$ cat src/rtl/bcd_xs3_pkg.sv
// Shared definitions for the BCD to excess-3 digit-serial converter:
// FSM state encoding, BCD digit limit and a digit validity helper.
package bcd_xs3_pkg;

  localparam logic [1:0] ST_IDLE = 2'd0;
  localparam logic [1:0] ST_CONV = 2'd1;
  localparam logic [1:0] ST_DONE = 2'd2;

  typedef enum logic [1:0] {
    StIdle = ST_IDLE,
    StConv = ST_CONV,
    StDone = ST_DONE
  } state_e;

  localparam logic [3:0] XS3_BCD_MAX = 4'd9;

  function automatic logic is_bcd(input logic [3:0] digit);
    return digit <= XS3_BCD_MAX;
  endfunction

endpackage

$ cat src/rtl/bcd_to_excess_3.sv
// Gate-level single-digit BCD to excess-3 cell. Defined for all 16 input codes;
// codes 0..9 map to code+3, codes 10..15 produce whatever the gates give.
module bcd_to_excess_3 (
  input  logic [3:0] bcd_i,
  output logic [3:0] xs3_o
);

  logic lo_any;

  assign lo_any   = bcd_i[0] | bcd_i[1];
  assign xs3_o[0] = ~bcd_i[0];
  assign xs3_o[1] = ~(bcd_i[0] ^ bcd_i[1]);
  assign xs3_o[2] = bcd_i[2] ^ lo_any;
  assign xs3_o[3] = bcd_i[3] | (bcd_i[2] & lo_any);

endmodule

$ cat src/rtl/bcd_xs3_seq_converter.sv
// Converts a packed multi-digit BCD word to excess-3 one digit per clock through a
// single shared converter cell, with valid/ready handshakes on input and output.
module bcd_xs3_seq_converter
  import bcd_xs3_pkg::*;
#(
  parameter int unsigned DIGITS = 4
) (
  input  logic                  clk,
  input  logic                  rst_n,
  input  logic                  in_valid,
  output logic                  in_ready,
  input  logic [4*DIGITS-1:0]   in_bcd,
  output logic                  out_valid,
  input  logic                  out_ready,
  output logic [4*DIGITS-1:0]   out_xs3,
  output logic                  out_err,
  output logic                  busy
);

  localparam int unsigned CntW = (DIGITS > 1) ? $clog2(DIGITS) : 1;
  localparam logic [CntW-1:0] CntLast = CntW'(DIGITS - 1);

  state_e                state_q, state_d;
  logic [CntW-1:0]       cnt_q, cnt_d;
  logic [4*DIGITS-1:0]   cap_q, cap_d;
  logic [4*DIGITS-1:0]   res_q, res_d;
  logic                  err_q, err_d;

  logic [3:0]            cell_in;
  logic [3:0]            cell_out;

  // DIGITS:1 digit select feeding the one shared cell.
  always_comb begin
    cell_in = '0;
    for (int unsigned i = 0; i < DIGITS; i++) begin
      if (cnt_q == CntW'(i)) cell_in = cap_q[4*i +: 4];
    end
  end

  bcd_to_excess_3 u_cell (
    .bcd_i (cell_in),
    .xs3_o (cell_out)
  );

  always_comb begin
    state_d = state_q;
    cnt_d   = cnt_q;
    cap_d   = cap_q;
    res_d   = res_q;
    err_d   = err_q;
    unique case (state_q)
      StIdle: begin
        if (in_valid) begin
          cap_d   = in_bcd;
          res_d   = '0;
          err_d   = 1'b0;
          cnt_d   = '0;
          state_d = StConv;
        end
      end
      StConv: begin
        for (int unsigned i = 0; i < DIGITS; i++) begin
          if (cnt_q == CntW'(i)) res_d[4*i +: 4] = cell_out;
        end
        err_d = err_q | ~is_bcd(cell_in);
        // Counter stops at the last digit instead of wrapping.
        if (cnt_q == CntLast) begin
          state_d = StDone;
        end else begin
          cnt_d = cnt_q + CntW'(1);
        end
      end
      StDone: begin
        if (out_ready) state_d = StIdle;
      end
      default: state_d = StIdle;
    endcase
  end

  always_ff @(posedge clk or negedge rst_n) begin
    if (!rst_n) begin
      state_q <= StIdle;
      cnt_q   <= '0;
      cap_q   <= '0;
      res_q   <= '0;
      err_q   <= 1'b0;
    end else begin
      state_q <= state_d;
      cnt_q   <= cnt_d;
      cap_q   <= cap_d;
      res_q   <= res_d;
      err_q   <= err_d;
    end
  end

  assign in_ready  = (state_q == StIdle);
  assign out_valid = (state_q == StDone);
  assign busy      = (state_q != StIdle);
  assign out_xs3   = res_q;
  assign out_err   = err_q;

endmodule

$ cat config.mk
export PLATFORM = sky130hd
export DESIGN_NAME = bcd_xs3_seq_converter
export DESIGN_NICKNAME = d
export VERILOG_FILES = /design/src/rtl/bcd_xs3_pkg.sv /design/src/rtl/bcd_to_excess_3.sv /design/src/rtl/bcd_xs3_seq_converter.sv
export SDC_FILE = /design/constraint.sdc
export NUM_CORES = 1
export LEC_CHECK = 0
export ABC_AREA = 1
export CELL_PAD_IN_SITES_DETAIL_PLACEMENT = 0
export CELL_PAD_IN_SITES_GLOBAL_PLACEMENT = 1
export CORE_UTILIZATION = 35
export CTS_BUF_LIST = sky130_fd_sc_hd__clkbuf_4
export DETAILED_ROUTE_END_ITERATION = 10
export PLACE_DENSITY = 0.76
export SETUP_SLACK_MARGIN = 0.3
export SLEW_MARGIN = 20
export SYNTH_ARGS = -nofsm -noshare
export SYNTH_HDL_FRONTEND = slang
export SYNTH_HIERARCHICAL = 1
export SYNTH_SLANG_ARGS = --single-unit
$ cat constraint.sdc
create_clock -name clk -period 2.4 [get_ports clk]
set_input_delay 0.6 -clock clk [delete_from_list [all_inputs] [get_ports clk]]
set_output_delay 0.6 -clock clk [all_outputs]
set_load 0.01 [all_outputs]
Yosys cells after proc, flatten, opt, wreduce, memory -nomap -nowiden
Index checks and enable logic that the tools add are counted.
Cells by class
  equal/unequal tests: 12
  bitwise gates (word level): 9
  magnitude comparators: 1
  $add $sub $neg: 1
  reduce and logical (&&, ||, !) cells: 12
  muxes and demuxes: 19
Operators with widths (count)
  2-to-1 mux 4 bit: 8
  one-hot mux 16 bit (2 select lines): 1
  AND reduction 3 bit: 6
  2-to-1 mux 16 bit: 1
  inequality test 2 bit, second input constant: 6
  2-to-1 mux 2 bit: 5
  == test 2 bit, second input constant: 3
  one-hot mux 2 bit (3 select lines): 1
  == test 2 x 1 -> 1 bit, second input constant: 2
  <= comparator 4 bit, second input constant: 1
  logical NOT 2 bit: 2
  one-hot mux 2 bit (2 select lines): 1
  AND reduction 2 bit: 2
  nonzero test 2 bit: 2
  inverter 1 bit: 3
  bitwise OR 1 bit: 3
  adder 2 x 1 -> 2 bit, second input constant: 1
  inequality test 2 x 1 -> 1 bit, second input constant: 1
  one-hot mux 1 bit (2 select lines): 1
  bitwise XOR 1 bit: 2
  AND 1 bit: 1
  2-to-1 mux 1 bit: 1
Storage, ports and cells
  output and inout port bits: 20
  logic and storage cells: 62
  bits in registers: 37

Longest topological paths before layout
  word-level depth: 10
  depth in mapped cells: 18

Cells and area by module
The synthesis kept the hierarchy.
By module, submodules not included
  bcd_xs3_seq_converter: cells each 188, times used 1, area an instance 1692.9 um^2
  bcd_to_excess_3: cells each 9, times used 1, area an instance 51.3 um^2

Least setup slack after synthesis
No wires, ideal clock.
  path kind: register -> register
  start: reg cnt_q[1]
  end: reg res_q[7], in the netlist out_xs3[7]
  arrival time: 1.816 ns
  path slack: 0.501 ns
  cell stages (with the launch flop): 17
  setup time: 0.083 ns
  path through: dfrtp_1 > inv_1 > ha_1 > inv_1 > nand2_1 > o211ai_1 > a21oi_1 > inv_1 > ha_1 > inv_1 > ha_1 > inv_1 > nand2_1 > inv_1 > nor2_1 > nand2_1 > o21ai_0
On the way
  longest elaborated chain between the ends: 10
Ends and longest elaborated chain
  start, declared: line bcd_xs3_seq_converter.sv:24  | logic [CntW-1:0] cnt_q, cnt_d;
  start signal, assigned: line bcd_xs3_seq_converter.sv:89  | cnt_q <= cnt_d;
  logical NOT 2 bit: line bcd_xs3_seq_converter.sv:36  | if (cnt_q == CntW'(i)) cell_in = cap_q[4*i +: 4];
  2-to-1 mux 4 bit (3 in a row): line bcd_xs3_seq_converter.sv:36
  2-to-1 mux 4 bit *: line bcd_xs3_seq_converter.sv:36
  via cell_in[0]: line bcd_xs3_seq_converter.sv:29  | logic [3:0] cell_in;
  bitwise OR 1 bit *: line bcd_to_excess_3.sv:10  | assign lo_any = bcd_i[0] | bcd_i[1];
  AND 1 bit *: line bcd_to_excess_3.sv:14  | assign xs3_o[3] = bcd_i[3] | (bcd_i[2] & lo_any);
  bitwise OR 1 bit *: line bcd_to_excess_3.sv:14
  via cell_out[3]: line bcd_xs3_seq_converter.sv:30  | logic [3:0] cell_out;
  2-to-1 mux 4 bit *: line bcd_xs3_seq_converter.sv:63  | if (cnt_q == CntW'(i)) res_d[4*i +: 4] = cell_out;
  one-hot mux 16 bit (2 select lines) *: line bcd_xs3_seq_converter.sv:51  | unique case (state_q)
  end signal, assigned: line bcd_xs3_seq_converter.sv:91  | res_q <= res_d;
  end, declared: line bcd_xs3_seq_converter.sv:26  | logic [4*DIGITS-1:0] res_q, res_d;
Mark *: on every way through the listed nets, which the timed path passes. The rest lies on a longest branch. The select of a mux whose other input is x is not followed.
A chain may end at the register's enable or synchronous reset.

Worst setup path in the final report
  start: reg cnt_q[0]
  end: reg res_q[7], in the netlist out_xs3[7]
The elaborated chain is that of the path after synthesis.

==> flow_metrics.tcl <==
set metrics [dict create \
    route.detailed.vias_per_inst 4.562 \
    total_nets_after_synthesis 223 \
    ir_worst_vdd_mv 0.6003 \
    via_count 1437 \
    first_global_vias 1391 \
    relSlewSlack 0.6273 \
    cts_sinks 37 \
    drtIter0Drc 77 \
    max_freq_mhz 505.7 \
    stdcell_count 315 \
    ant_nets 0 \
    timing.hold.worst.class "reg2reg" \
    startpoint_type_of_the_worst_setup_path "flip-flop" \
    placement.setup.worst_slack_ns 0.1614 \
    yosysWarnings 6 \
    chipHeight_um 72.59 \
    num_io_pins 40 \
    grt_first_pass_wirelength_um 6555 \
    gp_congestion 0.8448 \
    report.final.setup_viol 0 \
    tns_ns 0 \
    detailedPlacementHpwl_um 2575 \
    clockRootBuffer "clkbuf_4" \
    clock_tree_from_tritoncts "built" \
    detail_route.wirelength_um 3788 \
    initial_antenna_violation_count 0 \
    finalWorstPathRequiredPeriod_ns 1.977 \
    drt-wirelength-per-cell_um 12.03 \
    synthDistinctLibCells 18 \
    endpoint_kind "flip-flop" \
    status "finished, final reports clean" \
    hold_violations 0 \
    antenna_cells_inserted 0 \
    drc 0 \
    clkLatencyLatePin_ns 0.33 \
    slew_viol_final 0 \
    tightestPinTransition_ns 0.5553 \
    clock_skew_ns 0.008753 \
    global_route_total_usage_across_every_layer 0.1638 \
    postPlaceCellArea_mm2 0.002208 \
    clk_transition_reported_paths_ns 0.11 \
    grt.overflow.total 0 \
    number_of_standard_cell_rows_in_the_floorplan 25 \
    unrepaired_setup_endpoints_after_global_routing "true" \
    drive_above_1_share 0.1976 \
    power.density_mw_per_mm2 1413 \
    timing.critical_path.arrival_ns 2.24 \
    fin_crit_sh 0.8239 \
    cts.path.max_buffers 2 \
    grt_max_degree 38 \
    critPathRequiredTime_ns 2.66 \
    final_ws_setup_ns 0.4226 \
    synthToLayoutAreaGrowth_pct 37.81 \
    synth-seq-cells 37 \
    cts_hold_buf 0 \
    floorplan.die_area_mm2 0.005269 \
    drv_cap 0 \
    finish.instance_area_mm2 0.002404 \
    total_of_buffers_placed_on_input_and_output_ports 39 \
    syn-cell-area_mm2 0.001744 \
    setup_crit_path_kind "reg2reg" \
    worstPathMaxFanout 5 \
    coreArea_mm2 0.004755 \
    synthesis.area_per_instance_um2 8.854 \
    die_x_um 72.59 \
    design.final.nets 274 \
    leakage_nw 1.189 \
    initial_utilization 0.3668 \
    synthesis.instances 197 \
    dp_cells 301 \
    final.hold.worst_slack_ns 0.4925 \
    htree_levels 2 \
    synth.yosys.seq_area_share 0.5308 \
    cts_inserted_buffers 5 \
    drtPass1Iterations 4 \
]
==> critical path, cell delays in order (launching register included) <==
cell      delay, ns
dfrtp_1        0.43
inv_2          0.14
ha_4           0.18
nand2_2        0.05
nand2_1        0.06
o211ai_1       0.08
a21oi_1        0.14
inv_1          0.07
ha_2           0.17
inv_2          0.06
ha_4           0.12
inv_2          0.03
nand2_2        0.06
inv_2          0.04
nor2_4         0.12
nand2_1        0.08
o21ai_1        0.10
==> cell usage after synthesis <==
| cell type | count | share of area |
|---|---|---|
| a21oi_1 | 12 | 0.034 |
| buf_2 | 2 | 0.0057 |
| buf_6 | 1 | 0.0065 |
| clkbuf_1 | 1 | 0.0022 |
| dfrtp_1 | 37 | 0.53 |
| ha_1 | 6 | 0.043 |
| inv_1 | 35 | 0.075 |
| mux2_2 | 11 | 0.071 |
| nand2_1 | 49 | 0.11 |
| nand2_2 | 1 | 0.0036 |
| nand2_4 | 1 | 0.0065 |
| nand3_1 | 13 | 0.037 |
| nor2_1 | 12 | 0.026 |
| nor2_4 | 1 | 0.0065 |
| o211ai_1 | 1 | 0.0043 |
| o21ai_0 | 10 | 0.029 |
| o21ai_1 | 3 | 0.0086 |
| o31ai_1 | 1 | 0.0043 |
==> flip-flops by register name (all words and copies together) (netlist names) <==
signal	cells
cap_q	16
cnt_q	2
out_err	1
out_xs3	16
state_q	2
==> cell usage in the layout, fill, tap and decap left out, drive strengths merged <==
cell and instances:
clkdlybuf4s50 36, inv 35, dfrtp 37, o21ai 13
nor2 13, ha 6, buf 9, nand2 51
mux2 11, clkbuf 6, dlymetal6s2s 3, a21oi 12
o211ai 1, nand3 13, clkinv 1, o31ai 1
==> report_power, final <==
group	leakage, nW	switching [W]	internal (W)
Sequential	0.452	0.000162	0.000914
Combinational	0.708	0.00109	0.000916
Clock	0.0292	0.000195	0.000118
==> area by class of cell <==
type | count | area, µm²
fillers | 491 | 2351
flip-flops and latches | 37 | 925.9
multi-input cells | 121 | 742.0
repair buffers | 48 | 469.2
inverters | 35 | 133.9
well taps | 67 | 83.83
clock buffers | 6 | 45.04
clock inverters | 1 | 3.754
==> timing repair <==
item	CTS	global route
endpoints found under the setup margin	11	15
pin swaps	0	11
gates resized for setup	9	25
setup buffers	2	5
==> per-layer routing <==
metal	part of all wire	vias up	GRT usage	wire, µm
met4	0.015	0	0.05229	57
met3	0.033	5	0.03729	124
met1	0.49	689	0.2174	1844
li1	-	715	-	-
met5	0	-	0	0
met2	0.47	28	0.2669	1762
==> cell families after synthesis <==
kind of cell    Yosys count  synth area share
fa+ha+maj                 6           0.04304
mux                      11           0.07102
simple gates             77            0.1851
buf+inv                  39           0.08967
flops                    37            0.5308
compound gates           27           0.08035
==> per-stage QoR <==
| stage | util | power, W |
|---|---|---|
| after floorplan | - | 0.002150 |
| after global placement | 0.4645 | 0.002727 |
| after detailed placement | 0.4645 | 0.002751 |
| after CTS | 0.4858 | 0.003180 |
| after global routing | 0.5055 | 0.003746 |
| final | 0.5055 | 0.003397 |
==> final timing paths <==
kind | to | from | slack [ns] | cells past startpoint
min in group asynchronous | out_xs3[8]$_DFFE_PN0P_ | rst_n | 0.67 | 2
max in group asynchronous | cnt_q[0]$_DFFE_PN0P_ | rst_n | 1.39 | 2
setup reg to reg | out_xs3[7]$_DFFE_PN0P_ | cnt_q[0]$_DFFE_PN0P_ | 0.42 | 16
hold / removal | out_err$_DFFE_PN0P_ | out_err$_DFFE_PN0P_ | 0.49 | 2
hold reg to reg | out_err$_DFFE_PN0P_ | out_err$_DFFE_PN0P_ | 0.49 | 2
setup / recovery | out_xs3[7]$_DFFE_PN0P_ | cnt_q[0]$_DFFE_PN0P_ | 0.42 | 16
Power figures use the tool's default switching activity.
